### config.mk
export PLATFORM = sky130hd
export DESIGN_NAME = rename_rob
export DESIGN_NICKNAME = d
export VERILOG_FILES = /design/src/rtl/rename_rob.sv
export SDC_FILE = /design/constraint.sdc
export NUM_CORES = 1
export LEC_CHECK = 0
export CORE_AREA = 8 8 259 311
export CTS_BUF_LIST = sky130_fd_sc_hd__clkbuf_4
export DETAILED_ROUTE_END_ITERATION = 16
export DIE_AREA = 0 0 267 319
export HOLD_SLACK_MARGIN = 0.15
export PLACE_DENSITY = 0.58
export SLEW_MARGIN = 40
export SYNTH_ARGS = -nofsm -noshare
export SYNTH_HDL_FRONTEND = slang
export SYNTH_SLANG_ARGS = --single-unit
### constraint.sdc
create_clock -name clk -period 8.15 [get_ports clk]
set_clock_uncertainty 0.15 [all_clocks]
set_input_delay 0.815 -clock clk [delete_from_list [all_inputs] [get_ports clk]]
set_output_delay 0.815 -clock clk [all_outputs]
set_load 0.02 [all_outputs]
### src/rtl/rename_rob.sv
// rename_rob: reorder buffer with register-rename tag allocation.
//   In-order allocation at the tail.
//   Out-of-order writeback from the result bus (CDB).
//   In-order commit at the head.
//   A committed mispredict flushes every in-flight entry.
// Ports:
//   clk, rst_n                   clock, asynchronous active-low reset
//   rdy_in                       global enable (low holds all state)
//   dec2rob_en, dec2rob_rd       issue request and destination register
//   rob_full, rob2rf_tag         queue full flag, tag of the next allocation
//   cdb_*                        result broadcast (tag, value, mispredict, target)
//   q_tag1/2 -> q_ready1/2, q_val1/2   combinational operand lookup
//   rob2rf_commit_*              registered one-cycle commit pulse and payload
//   flush, flush_pc              registered one-cycle redirect
module rename_rob #(
  parameter int ROB_DEPTH = 8,
  parameter int VAL_WIDTH = 32,
  parameter int REG_WIDTH = 5,
  parameter int TAG_WIDTH = 4
) (
  input  logic                 clk,
  input  logic                 rst_n,
  input  logic                 rdy_in,
  input  logic                 dec2rob_en,
  input  logic [REG_WIDTH-1:0] dec2rob_rd,
  output logic                 rob_full,
  output logic [TAG_WIDTH-1:0] rob2rf_tag,
  input  logic                 cdb_valid,
  input  logic [TAG_WIDTH-1:0] cdb_tag,
  input  logic [VAL_WIDTH-1:0] cdb_val,
  input  logic                 cdb_mispredict,
  input  logic [VAL_WIDTH-1:0] cdb_target,
  input  logic [TAG_WIDTH-1:0] q_tag1,
  input  logic [TAG_WIDTH-1:0] q_tag2,
  output logic                 q_ready1,
  output logic [VAL_WIDTH-1:0] q_val1,
  output logic                 q_ready2,
  output logic [VAL_WIDTH-1:0] q_val2,
  output logic                 rob2rf_commit_valid,
  output logic [REG_WIDTH-1:0] rob2rf_commit_rd,
  output logic [VAL_WIDTH-1:0] rob2rf_commit_res,
  output logic [TAG_WIDTH-1:0] rob2rf_commit_lab,
  output logic                 flush,
  output logic [VAL_WIDTH-1:0] flush_pc
);

  localparam int IDX_W = $clog2(ROB_DEPTH);
  localparam logic [IDX_W:0] FULL_CNT = (IDX_W+1)'(ROB_DEPTH);

  // Tag t names entry t-1; tag 0 and tags beyond the depth name no entry.
  function automatic logic tag_ok(input logic [TAG_WIDTH-1:0] t);
    return (t != '0) && (t <= TAG_WIDTH'(ROB_DEPTH));
  endfunction

  function automatic logic [IDX_W-1:0] tag_idx(input logic [TAG_WIDTH-1:0] t);
    return IDX_W'(t - TAG_WIDTH'(1));
  endfunction

  // Control state (reset)
  logic [IDX_W-1:0]     head_q, head_d, tail_q, tail_d;
  logic [IDX_W:0]       count_q, count_d;
  logic [ROB_DEPTH-1:0] busy_q, busy_d, ready_q, ready_d;
  logic                 commit_valid_q, commit_valid_d, flush_q, flush_d;
  logic [REG_WIDTH-1:0] commit_rd_q, commit_rd_d;
  logic [VAL_WIDTH-1:0] commit_res_q, commit_res_d, flush_pc_q, flush_pc_d;
  logic [TAG_WIDTH-1:0] commit_lab_q, commit_lab_d;

  // Entry payload (not reset; only meaningful while busy)
  logic [REG_WIDTH-1:0] rd_q  [ROB_DEPTH];
  logic [REG_WIDTH-1:0] rd_d  [ROB_DEPTH];
  logic [VAL_WIDTH-1:0] val_q [ROB_DEPTH];
  logic [VAL_WIDTH-1:0] val_d [ROB_DEPTH];
  logic [VAL_WIDTH-1:0] tgt_q [ROB_DEPTH];
  logic [VAL_WIDTH-1:0] tgt_d [ROB_DEPTH];
  logic [ROB_DEPTH-1:0] mis_q, mis_d;

  logic alloc, commit, wb_hit, mis_commit;

  assign rob_full   = (count_q == FULL_CNT);
  assign rob2rf_tag = TAG_WIDTH'(tail_q) + TAG_WIDTH'(1);

  // Busy is sampled before this edge's allocation, so a writeback aimed at
  // the entry being allocated in the same cycle finds it idle and is dropped.
  assign alloc      = rdy_in && dec2rob_en && !rob_full && !flush_q;
  assign commit     = rdy_in && busy_q[head_q] && ready_q[head_q];
  assign wb_hit     = rdy_in && cdb_valid && tag_ok(cdb_tag) && busy_q[tag_idx(cdb_tag)];
  assign mis_commit = commit && mis_q[head_q];

  always_comb begin
    q_ready1 = 1'b0;
    q_val1   = '0;
    if (q_tag1 == '0) begin
      q_ready1 = 1'b1;
    end else if (tag_ok(q_tag1) && ready_q[tag_idx(q_tag1)]) begin
      q_ready1 = 1'b1;
      q_val1   = val_q[tag_idx(q_tag1)];
    end else if (cdb_valid && (cdb_tag == q_tag1)) begin
      q_ready1 = 1'b1;
      q_val1   = cdb_val;
    end
  end

  always_comb begin
    q_ready2 = 1'b0;
    q_val2   = '0;
    if (q_tag2 == '0) begin
      q_ready2 = 1'b1;
    end else if (tag_ok(q_tag2) && ready_q[tag_idx(q_tag2)]) begin
      q_ready2 = 1'b1;
      q_val2   = val_q[tag_idx(q_tag2)];
    end else if (cdb_valid && (cdb_tag == q_tag2)) begin
      q_ready2 = 1'b1;
      q_val2   = cdb_val;
    end
  end

  always_comb begin
    head_d         = head_q;
    tail_d         = tail_q;
    count_d        = count_q;
    busy_d         = busy_q;
    ready_d        = ready_q;
    rd_d           = rd_q;
    val_d          = val_q;
    tgt_d          = tgt_q;
    mis_d          = mis_q;
    commit_valid_d = 1'b0;
    flush_d        = 1'b0;
    commit_rd_d    = commit_rd_q;
    commit_res_d   = commit_res_q;
    commit_lab_d   = commit_lab_q;
    flush_pc_d     = flush_pc_q;

    if (wb_hit) begin
      val_d[tag_idx(cdb_tag)]   = cdb_val;
      tgt_d[tag_idx(cdb_tag)]   = cdb_target;
      mis_d[tag_idx(cdb_tag)]   = cdb_mispredict;
      ready_d[tag_idx(cdb_tag)] = 1'b1;
    end

    if (alloc) begin
      busy_d[tail_q]  = 1'b1;
      ready_d[tail_q] = 1'b0;
      rd_d[tail_q]    = dec2rob_rd;
      tail_d          = tail_q + IDX_W'(1);
    end

    if (commit) begin
      commit_valid_d  = 1'b1;
      commit_rd_d     = rd_q[head_q];
      commit_res_d    = val_q[head_q];
      commit_lab_d    = TAG_WIDTH'(head_q) + TAG_WIDTH'(1);
      busy_d[head_q]  = 1'b0;
      ready_d[head_q] = 1'b0;
      head_d          = head_q + IDX_W'(1);
    end

    if (alloc && !commit) begin
      count_d = count_q + (IDX_W+1)'(1);
    end else if (commit && !alloc) begin
      count_d = count_q - (IDX_W+1)'(1);
    end

    // A committed mispredict wipes the queue; this overrides any same-edge
    // allocation or writeback applied above.
    if (mis_commit) begin
      flush_d    = 1'b1;
      flush_pc_d = tgt_q[head_q];
      busy_d     = '0;
      ready_d    = '0;
      head_d     = '0;
      tail_d     = '0;
      count_d    = '0;
    end
  end

  always_ff @(posedge clk or negedge rst_n) begin
    if (!rst_n) begin
      head_q         <= '0;
      tail_q         <= '0;
      count_q        <= '0;
      busy_q         <= '0;
      ready_q        <= '0;
      commit_valid_q <= 1'b0;
      flush_q        <= 1'b0;
      commit_rd_q    <= '0;
      commit_res_q   <= '0;
      commit_lab_q   <= '0;
      flush_pc_q     <= '0;
    end else begin
      head_q         <= head_d;
      tail_q         <= tail_d;
      count_q        <= count_d;
      busy_q         <= busy_d;
      ready_q        <= ready_d;
      commit_valid_q <= commit_valid_d;
      flush_q        <= flush_d;
      commit_rd_q    <= commit_rd_d;
      commit_res_q   <= commit_res_d;
      commit_lab_q   <= commit_lab_d;
      flush_pc_q     <= flush_pc_d;
    end
  end

  always_ff @(posedge clk) begin
    rd_q  <= rd_d;
    val_q <= val_d;
    tgt_q <= tgt_d;
    mis_q <= mis_d;
  end

  assign rob2rf_commit_valid = commit_valid_q;
  assign rob2rf_commit_rd    = commit_rd_q;
  assign rob2rf_commit_res   = commit_res_q;
  assign rob2rf_commit_lab   = commit_lab_q;
  assign flush               = flush_q;
  assign flush_pc            = flush_pc_q;

endmodule

==> results of run 1 <==
## layout by cell type (no fill, tap or decap), drive strengths merged, types with 3 or more instances in the layout
| cell type | synthesis | final |
|---|---|---|
| a21o | 4 | 4 |
| clkdlybuf4s50 | 0 | 231 |
| or3 | 5 | 5 |
| clkbuf | 67 | 243 |
| nand2b | 5 | 5 |
| a31oi | 72 | 72 |
| nand3 | 3 | 3 |
| nor3b | 6 | 6 |
| ha | 9 | 9 |
| a311oi | 3 | 3 |
| mux2 | 7 | 7 |
| nor4 | 6 | 6 |
| a211oi | 63 | 63 |
| buf | 68 | 42 |
| dfrtp | 101 | 101 |
| mux2i | 70 | 70 |
| nor2 | 91 | 91 |
| edfxtp | 560 | 560 |
| nor3 | 10 | 10 |
| a21oi | 66 | 66 |
| mux4 | 276 | 276 |
| inv | 15 | 20 |
| o32ai | 3 | 3 |
| nand2 | 159 | 159 |
| xor2 | 13 | 13 |
| o21ai | 7 | 7 |
| diode | 0 | 9 |
| clkinv | 0 | 46 |
| xnor2 | 5 | 5 |
## worst register-to-register path, cell delays in order (launching register included)
cell and delay (ns):
dfrtp_4 0.80, buf_4 0.67, mux2_2 0.42, o221ai_1 0.19, or3_1 0.37, clkinv_2 0.68
nand2_1 0.39, inv_2 0.06, buf_6 0.28, a31o_2 0.32, nor3_1 0.17
## path summary, 6_finish.rpt
kind / startpoint / to / cells past startpoint
max reg2reg: head_q[0] / ready_q[4] / 10
max in group asynchronous: rst_n / head_q[0] / 3
max: q_tag1[0] / q_val1[8] / 10
min in group clk: rob2rf_commit_lab[0] / rob2rf_commit_lab[0] / 1
min reg2reg: rob2rf_commit_lab[0] / rob2rf_commit_lab[0] / 1
min: rst_n / rob2rf_commit_res[29] / 2
## metal layers
layer  vias up  global-route usage, %  share of wire, %
met3       152                   6.24               7.5
met1      9441                   23.8                39
li1       7794                      -                 -
met5         -                      0             0.026
met2       668                   33.7                51
met4         4                   6.50               2.5
## report_power, final
part | internal (mW) | leakage (nW) | switching (mW)
clock network | 1.44 | 1.27 | 1.35
logic | 1.59 | 4.35 | 1.84
registers | 3.96 | 6.27 | 0.361
total | 6.99 | 11.9 | 3.55
## through the flow
stage | instances | hold WS (ns)
2_1_floorplan | 1721 | 0.323
3_3_place_gp | 2870 | 0.321
3_5_place_dp | 2876 | 0.332
4_1_cts | 3174 | 0.152
5_1_grt | 3181 | 0.197
6_report | 3183 | 0.284
## state kept, by name (all words and copies together) (netlist names), 3 cells and up
name,cells
rob2rf_commit_res,32
tail_q,3
busy_q,8
mis_q,8
count_q,4
head_q,3
rd_q,40
ready_q,8
tgt_q,256
rob2rf_commit_rd,5
rob2rf_commit_lab,4
val_q,256
flush_pc,32
## cells by family (layout without fill, tap and decap cells)
| kind of cell | count (synthesis) | after routing |
|---|---|---|
| adder cells (fa/ha/maj) | 10 | 10 |
| XOR/XNOR | 18 | 18 |
| AND/OR/NAND/NOR | 297 | 297 |
| multiplexers | 353 | 353 |
| buffers and inverters | 150 | 586 |
| AO/OA/AOI/OAI | 232 | 232 |
| flip-flops | 661 | 661 |
| other | 0 | 9 |
## layout make-up
cell class              instances  area, µm²
multi-input cells             910      10200
fillers                      6509      39900
clock inverters                54        304
well taps                    1017       1270
flip-flops and latches        661      19400
repair buffers                274       2750
diodes                          9       22.5
clock buffers                 243       1820
inverters                      15       63.8
==> key figures, run 1 <==
Clocking
  – Root Driver: clkbuf_4
  – Hold-fix buffers, CTS: 1
  – Max H-tree Level: 4
  – CTS tree: built
  – Worst-case clock buffer depth: 3
  – Worst-Skew Late Latency: 1.01 ns
  – CTS resizes: 0
  – Setup Buffers After CTS: 0
  – Clk slew on worst S/H paths: 0.08 ns
  – TritonCTS Buffers: 163
  – Clk sink count: 661

Final layout
  – Share of the core filled with cells: 47.3%
  – Area grow syn2layout: 19.4%
  – Nets: 2122
  – Layout cell share with drive strength beyond 1: 28.8%
  – Fin area: 35800 µm²

Logic synthesis
  – Simple-Gate Fraction of Synth Area: 4.16%
  – Synthesized Nets: 1818
  – Synth top area cells: edfxtp_1, mux4_2, dfrtp_1
  – Cell variety after synth: 52
  – Area leader, netlist: edfxtp_1
  – Multiplexer share of the synthesized area: 23.3%
  – Syn avg cell area: 17.4 µm²
  – Xor/xnor share of the synthesized area: 0.526%
  – Most frequent cell after synthesis: edfxtp_1
  – Synth Warn #: 0
  – Syn Inst Count: 1721
  – Register area share after synthesis: 64.5%
  – Largest family of logic cells by synthesized area: multiplexers
  – Adder-cell share of the synthesized area: 0.442%
  – Synth cell count leaders: edfxtp_1, mux4_2, nand2_1, dfrtp_1, nor2_1
  – Synth Area in Compound Gates: 4.98%
  – Async SR Flop Fraction: 15.3%
  – Post-synth EDFFs: 560
  – Synth top area share: 56.1%
  – Post-Syn Area: 30000 µm²
  – Main flop type after synthesis: edfxtp_1
  – Synthesized flop and latch total: 661

STA
  – Setup-failing EPs final: 0
  – Period utilization: 77.7%
  – Hold Fails Final Rpt: 0
  – Fmax: 158 MHz
  – Fin crit period: 6.33 ns
  – Fin worst setup slack: 1.82 ns
  – Slew headroom: 46.0%
  – Setup_tns: 0 ns
  – Max-slew violations: 0
  – Worst Tran Pin Value: 0.809 ns
  – RSZ-0062 raised after global routing: no

Place
  – Cell area after placement: 33600 µm²
  – Dpl hpwl: 49800 µm
  – Setup WS pre-CTS: 1.82 ns
  – Final Wtd Congestion: 0.752
  – PortBufs: 232

Min path
  – Min-delay worst type: input pin to asynchronous set/reset pin

Global route
  – Global Route Usage Sum: 19.8%
  – Grt total ovfl: 0
  – Initial antenna violation count: 6
  – Number of global-route vias before repair: 19200
  – Pin count of the biggest net entering global routing: 79
  – First-pass GRT wire length: 124000 µm

Worst setup path
  – CP dominant cell by count: clkdlybuf4s50_1
  – WP data arrival: 5.37 ns
  – Reg2Reg Setup Slack: 3.56 ns
  – CP Class: input pin to output pin
  – Setup crit end kind: output pin
  – Slowest Stage Delay on Critical Path: 0.86 ns
  – Buf/Inv on CP: 4
  – Critical-path top delay cell: clkdlybuf4s50_1
  – CP required: 7.18 ns
  – Crit path launch type: input pin
  – Top delay family on crit path: buffers and inverters
  – CP Cell Sequence: clkdlybuf4s50_1, inv_4, ha_2, mux4_2, mux2i_1, o32ai_4, buf_4, a21oi_1, a211oi_1, clkdlybuf4s50_1
  – Largest fanout on the critical path: 55

Route
  – WL/cell: 26.6 µm
  – Pre-antenna DRT Iters: 5
  – Initial DRC Count: 1395
  – Post-Route WL: 84600 µm
  – Antenna-violating nets left: 0
  – Vias: 18100
  – DRC: 0
  – DR vias/cell: 5.67

Floorplanning
  – Initial Utilization: 39.6%
  – Die Y: 319 µm
  – I/O pin total: 233
  – Die area: 85200 µm²
  – Die span in x: 267 µm
  – Rows: 111
  – Core area: 75700 µm²

Power and ir drop
  – Pwr Density: 294 nW/µm²
  – PnR Total Power: 10.5 mW
  – Maximum vdd drop: 0.000152 V
  – Leak: 11.9 nW

Job
  – Max-Cap Viols: 0

Status
  – Status: finished clean
No activity file was read; power rests on OpenSTA's default activity.
==> run 2: changes to the inputs <==
==> constraint.sdc (replaced) <==
create_clock -name clk -period 6.3 [get_ports clk]
set_clock_uncertainty 0.15 [all_clocks]
set_input_delay 0.63 -clock clk [delete_from_list [all_inputs] [get_ports clk]]
set_output_delay 0.63 -clock clk [all_outputs]
set_load 0.02 [all_outputs]
==> run 2 against run 1 <==
  * Clock power is 37% higher
  * Sequential cell count is the same
  * Register-to-register slack worse by 1.6 ns
  * Via count grew 1.8%
  * Largest cell class unchanged
  * Combinational power is 31% higher
  * Critical path depth down 1
  * Non-clock buffer count grew 48
  * Cell area is 1.8% higher
  * Count of clock-buffer cells in the layout is 11 higher
  * Cell count is 1.8% higher
  * Wire length increased by 0.68%
==> key figures, run 2 (synthesis gave the netlist of run 1 again) <==
Worst setup path
  – Setup crit end kind: output pin
  – CP Class: input pin to output pin
  – Critical Path Source: q_tag2[0]
  – Reg2Reg Setup Slack: 1.97 ns (-1.59 ns)
  – CP Cell Sequence: clkdlybuf4s50_1, inv_4, ha_2, xor2_4, buf_12, mux4_2, mux2i_1, a211oi_1, clkdlybuf4s50_1
  – Reg2reg path depth: 9 (-1)
  – R2R Path End: flush_pc[30]
  – Buf/Inv on CP: 4 (unchanged)
  – Crit path launch type: input pin
  – WP data arrival: 4.22 ns (-1.15 ns)
  – CP dominant cell by count: clkdlybuf4s50_1
  – CP required: 5.52 ns (-1.66 ns)
  – Critical-path top delay cell: clkdlybuf4s50_1
  – Top delay family on crit path: buffers and inverters
  – Slowest Stage Delay on Critical Path: 0.76 ns (-0.10 ns)
  – Start of the worst register-to-register path: head_q[1]
  – Largest fanout on the critical path: 54 (-1.8%)

Final layout
  – Regs by FF count: tgt_q (256), val_q (256), rd_q (40)
  – Filler cells: 6525 (+0.25%)
  – Fin area: 36500 µm² (+1.8%)
  – Area of the multi-input gates: 10200 µm² (about the same)
  – Leading cell types in the layout, fill and taps excluded: edfxtp_1, mux4_2, clkbuf_4, clkdlybuf4s50_1, nand2_1
  – Nets: 2176 (+2.5%)
  – Share of the core filled with cells: 48.2% (+0.87 points)
  – Layout cell share with drive strength beyond 1: 29.2% (+0.32 points)
  – Most common cell after layout, fill and taps aside: edfxtp_1
  – Area grow syn2layout: 21.6%
  – Seq. cell area: 19400 µm² (unchanged)

STA
  – Setup-failing EPs final: 0 (unchanged)
  – Max-slew violations: 0 (unchanged)
  – Slew headroom: 43.5% (-2.5 points)
  – Worst Tran Pin Value: 0.847 ns (+0.0382 ns)
  – RSZ-0062 raised after global routing: no
  – Fin crit period: 5.00 ns
  – Fin worst setup slack: 1.30 ns (-0.515 ns)
  – Period utilization: 79.4%
  – Hold Fails Final Rpt: 0 (unchanged)
  – Fmax: 200 MHz

Power and ir drop
  – P_int: 9.27 mW (+33%)
  – Seq pwr share: 40.2% (-0.8 points)
  – Psw: 4.64 mW (+31%)
  – Pwr Density: 381 nW/µm² (+30%)
  – Maximum vdd drop: 0.000252 V (+66%)
  – Clk pwr share: 27.5% (+1.1 points)
  – Sw frac: 33.4% (-0.29 points)
  – Leak: 12.2 nW (+2.8%)
  – PnR Total Power: 13.9 mW (+32%)
  – Combinational fraction of design power: 32.3% (-0.2 points)

Global route
  – Pin count of the biggest net entering global routing: 67 (-15%)
  – Initial antenna violation count: 6 (unchanged)
  – Number of global-route vias before repair: 19500 (+1.6%)
  – First-pass GRT wire length: 126000 µm (+1.1%)
  – Grt total ovfl: 0 (unchanged)
  – Global Route Usage Sum: 20.0% (+0.12 points)

Floorplanning
  – Die area: 85200 µm² (unchanged)
  – I/O pin total: 233 (unchanged)
  – Die span in x: 267 µm (unchanged)
  – Die Y: 319 µm (unchanged)
  – Initial Utilization: 39.6% (unchanged)
  – Core area: 75700 µm² (unchanged)
  – Rows: 111 (unchanged)

Clocking
  – Worst-case clock buffer depth: 3 (unchanged)
  – CTS resizes: 0 (unchanged)
  – Root Driver: clkbuf_4
  – Setup Buffers After CTS: 0 (unchanged)
  – Max H-tree Level: 4 (unchanged)
  – Worst-Skew Late Latency: 0.98 ns (-0.03 ns)
  – Clk slew on worst S/H paths: 0.07 ns (about the same)
  – CTS tree: built
  – Clk sink count: 661 (unchanged)
  – TritonCTS Buffers: 169 (+3.7%)

Route
  – Antenna-violating nets left: 0 (unchanged)
  – WL/cell: 26.3 µm (-1.1%)
  – Pre-antenna DRT Iters: 5 (unchanged)
  – DR vias/cell: 5.68 (about the same)
  – DRC: 0 (unchanged)
  – Post-Route WL: 85200 µm (+0.68%)
  – Initial DRC Count: 1391 (-0.29%)
  – Vias: 18400 (+1.8%)

Min path
  – Hold path endpoint: tgt_q[223]
  – Min-delay worst type: input pin to flop
  – HP Start: cdb_target[31]
  – Hold Path Stages: 1

Status
  – Status: finished clean

Place
  – Cell area after placement: 33800 µm² (+0.35%)
  – Final Wtd Congestion: 0.754 (+0.32%)
  – Setup WS pre-CTS: 1.27 ns (-0.548 ns)
  – PortBufs: 232 (unchanged)
  – Dpl hpwl: 49700 µm (-0.13%)

Job
  – Max-Cap Viols: 0 (unchanged)
## run 2: cell count changes in the layout (fill, tap and decap cells not counted), sizes merged
cell	before	now
inv	20	18
dlygate4sd3	1	39
clkinv	46	47
clkinvlp	1	2
clkbuf	243	255
diode	9	3
buf	42	51
bufinv	2	5
## run 2: worst register-to-register path: stages (launching register included)
cell and delay [ns]:
dfrtp_4 0.83, mux4_2 0.60, mux2i_1 0.25, or3_1 0.37
clkinv_2 0.57, nand2_1 0.37, inv_2 0.37, buf_4 0.44
nor2_1 0.17, a31oi_1 0.05
## run 2: how the worst max path moves through the flow
stage                            end  slack, ns  depth (start not counted)
after global routing       q_val1[4]       1.14                         10
after detailed placement   q_val2[1]       1.27                         10
after floorplan             mis_q[7]      -0.88                          7
final                     q_val2[14]       1.30                          9
after global placement    q_val1[14]       1.12                          8
after CTS                 q_val2[14]       1.26                          9
## run 2: cell type report
class | instances | share of cell area (%)
diodes | 3 | 0.0206
clock buffers | 254 | 5.23
clock inverters | 57 | 1.04
inverters | 15 | 0.175
multi-input cells | 910 | 28.0
flip-flops and latches | 661 | 53.1
well taps | 1017 | 3.49
repair buffers | 322 | 8.97
## run 2: power groups by stage
stage / combinational, mW / clock, mW / sequential, mW
6_report: 4.50 / 3.82 / 5.59
5_1_grt: 4.86 / 4.15 / 5.64
4_1_cts: 4.58 / 3.95 / 5.60
3_5_place_dp: 4.55 / 0 / 5.69
3_3_place_gp: 4.44 / 0 / 5.71
2_1_floorplan: 2.75 / 0 / 5.67
## run 2: metrics by stage
step	TNS (ns)	hold WS [ns]	instances
2_1_floorplan	-116.03	0.184	1721
3_3_place_gp	0	0.362	2882
3_5_place_dp	0	0.371	2885
4_1_cts	0	0.154	3236
5_1_grt	0	0.215	3237
6_report	0	0.289	3239
## run 2: timing repair
item                       in CTS  in global routing
hold endpoints to repair      341                  0
hold buffers                   40                  0
setup endpoints to repair       0                  0
## run 2: per-layer routing
| layer | global-route usage (%) | share of wire, % | vias to the layer above |
|---|---|---|---|
| met2 | 34.4 | 51 | 641 |
| li1 | - | - | 7893 |
| met3 | 5.11 | 6.3 | 116 |
| met4 | 5.67 | 1.7 | 4 |
| met5 | 0 | 0.025 | - |
| met1 | 24.7 | 41 | 9733 |
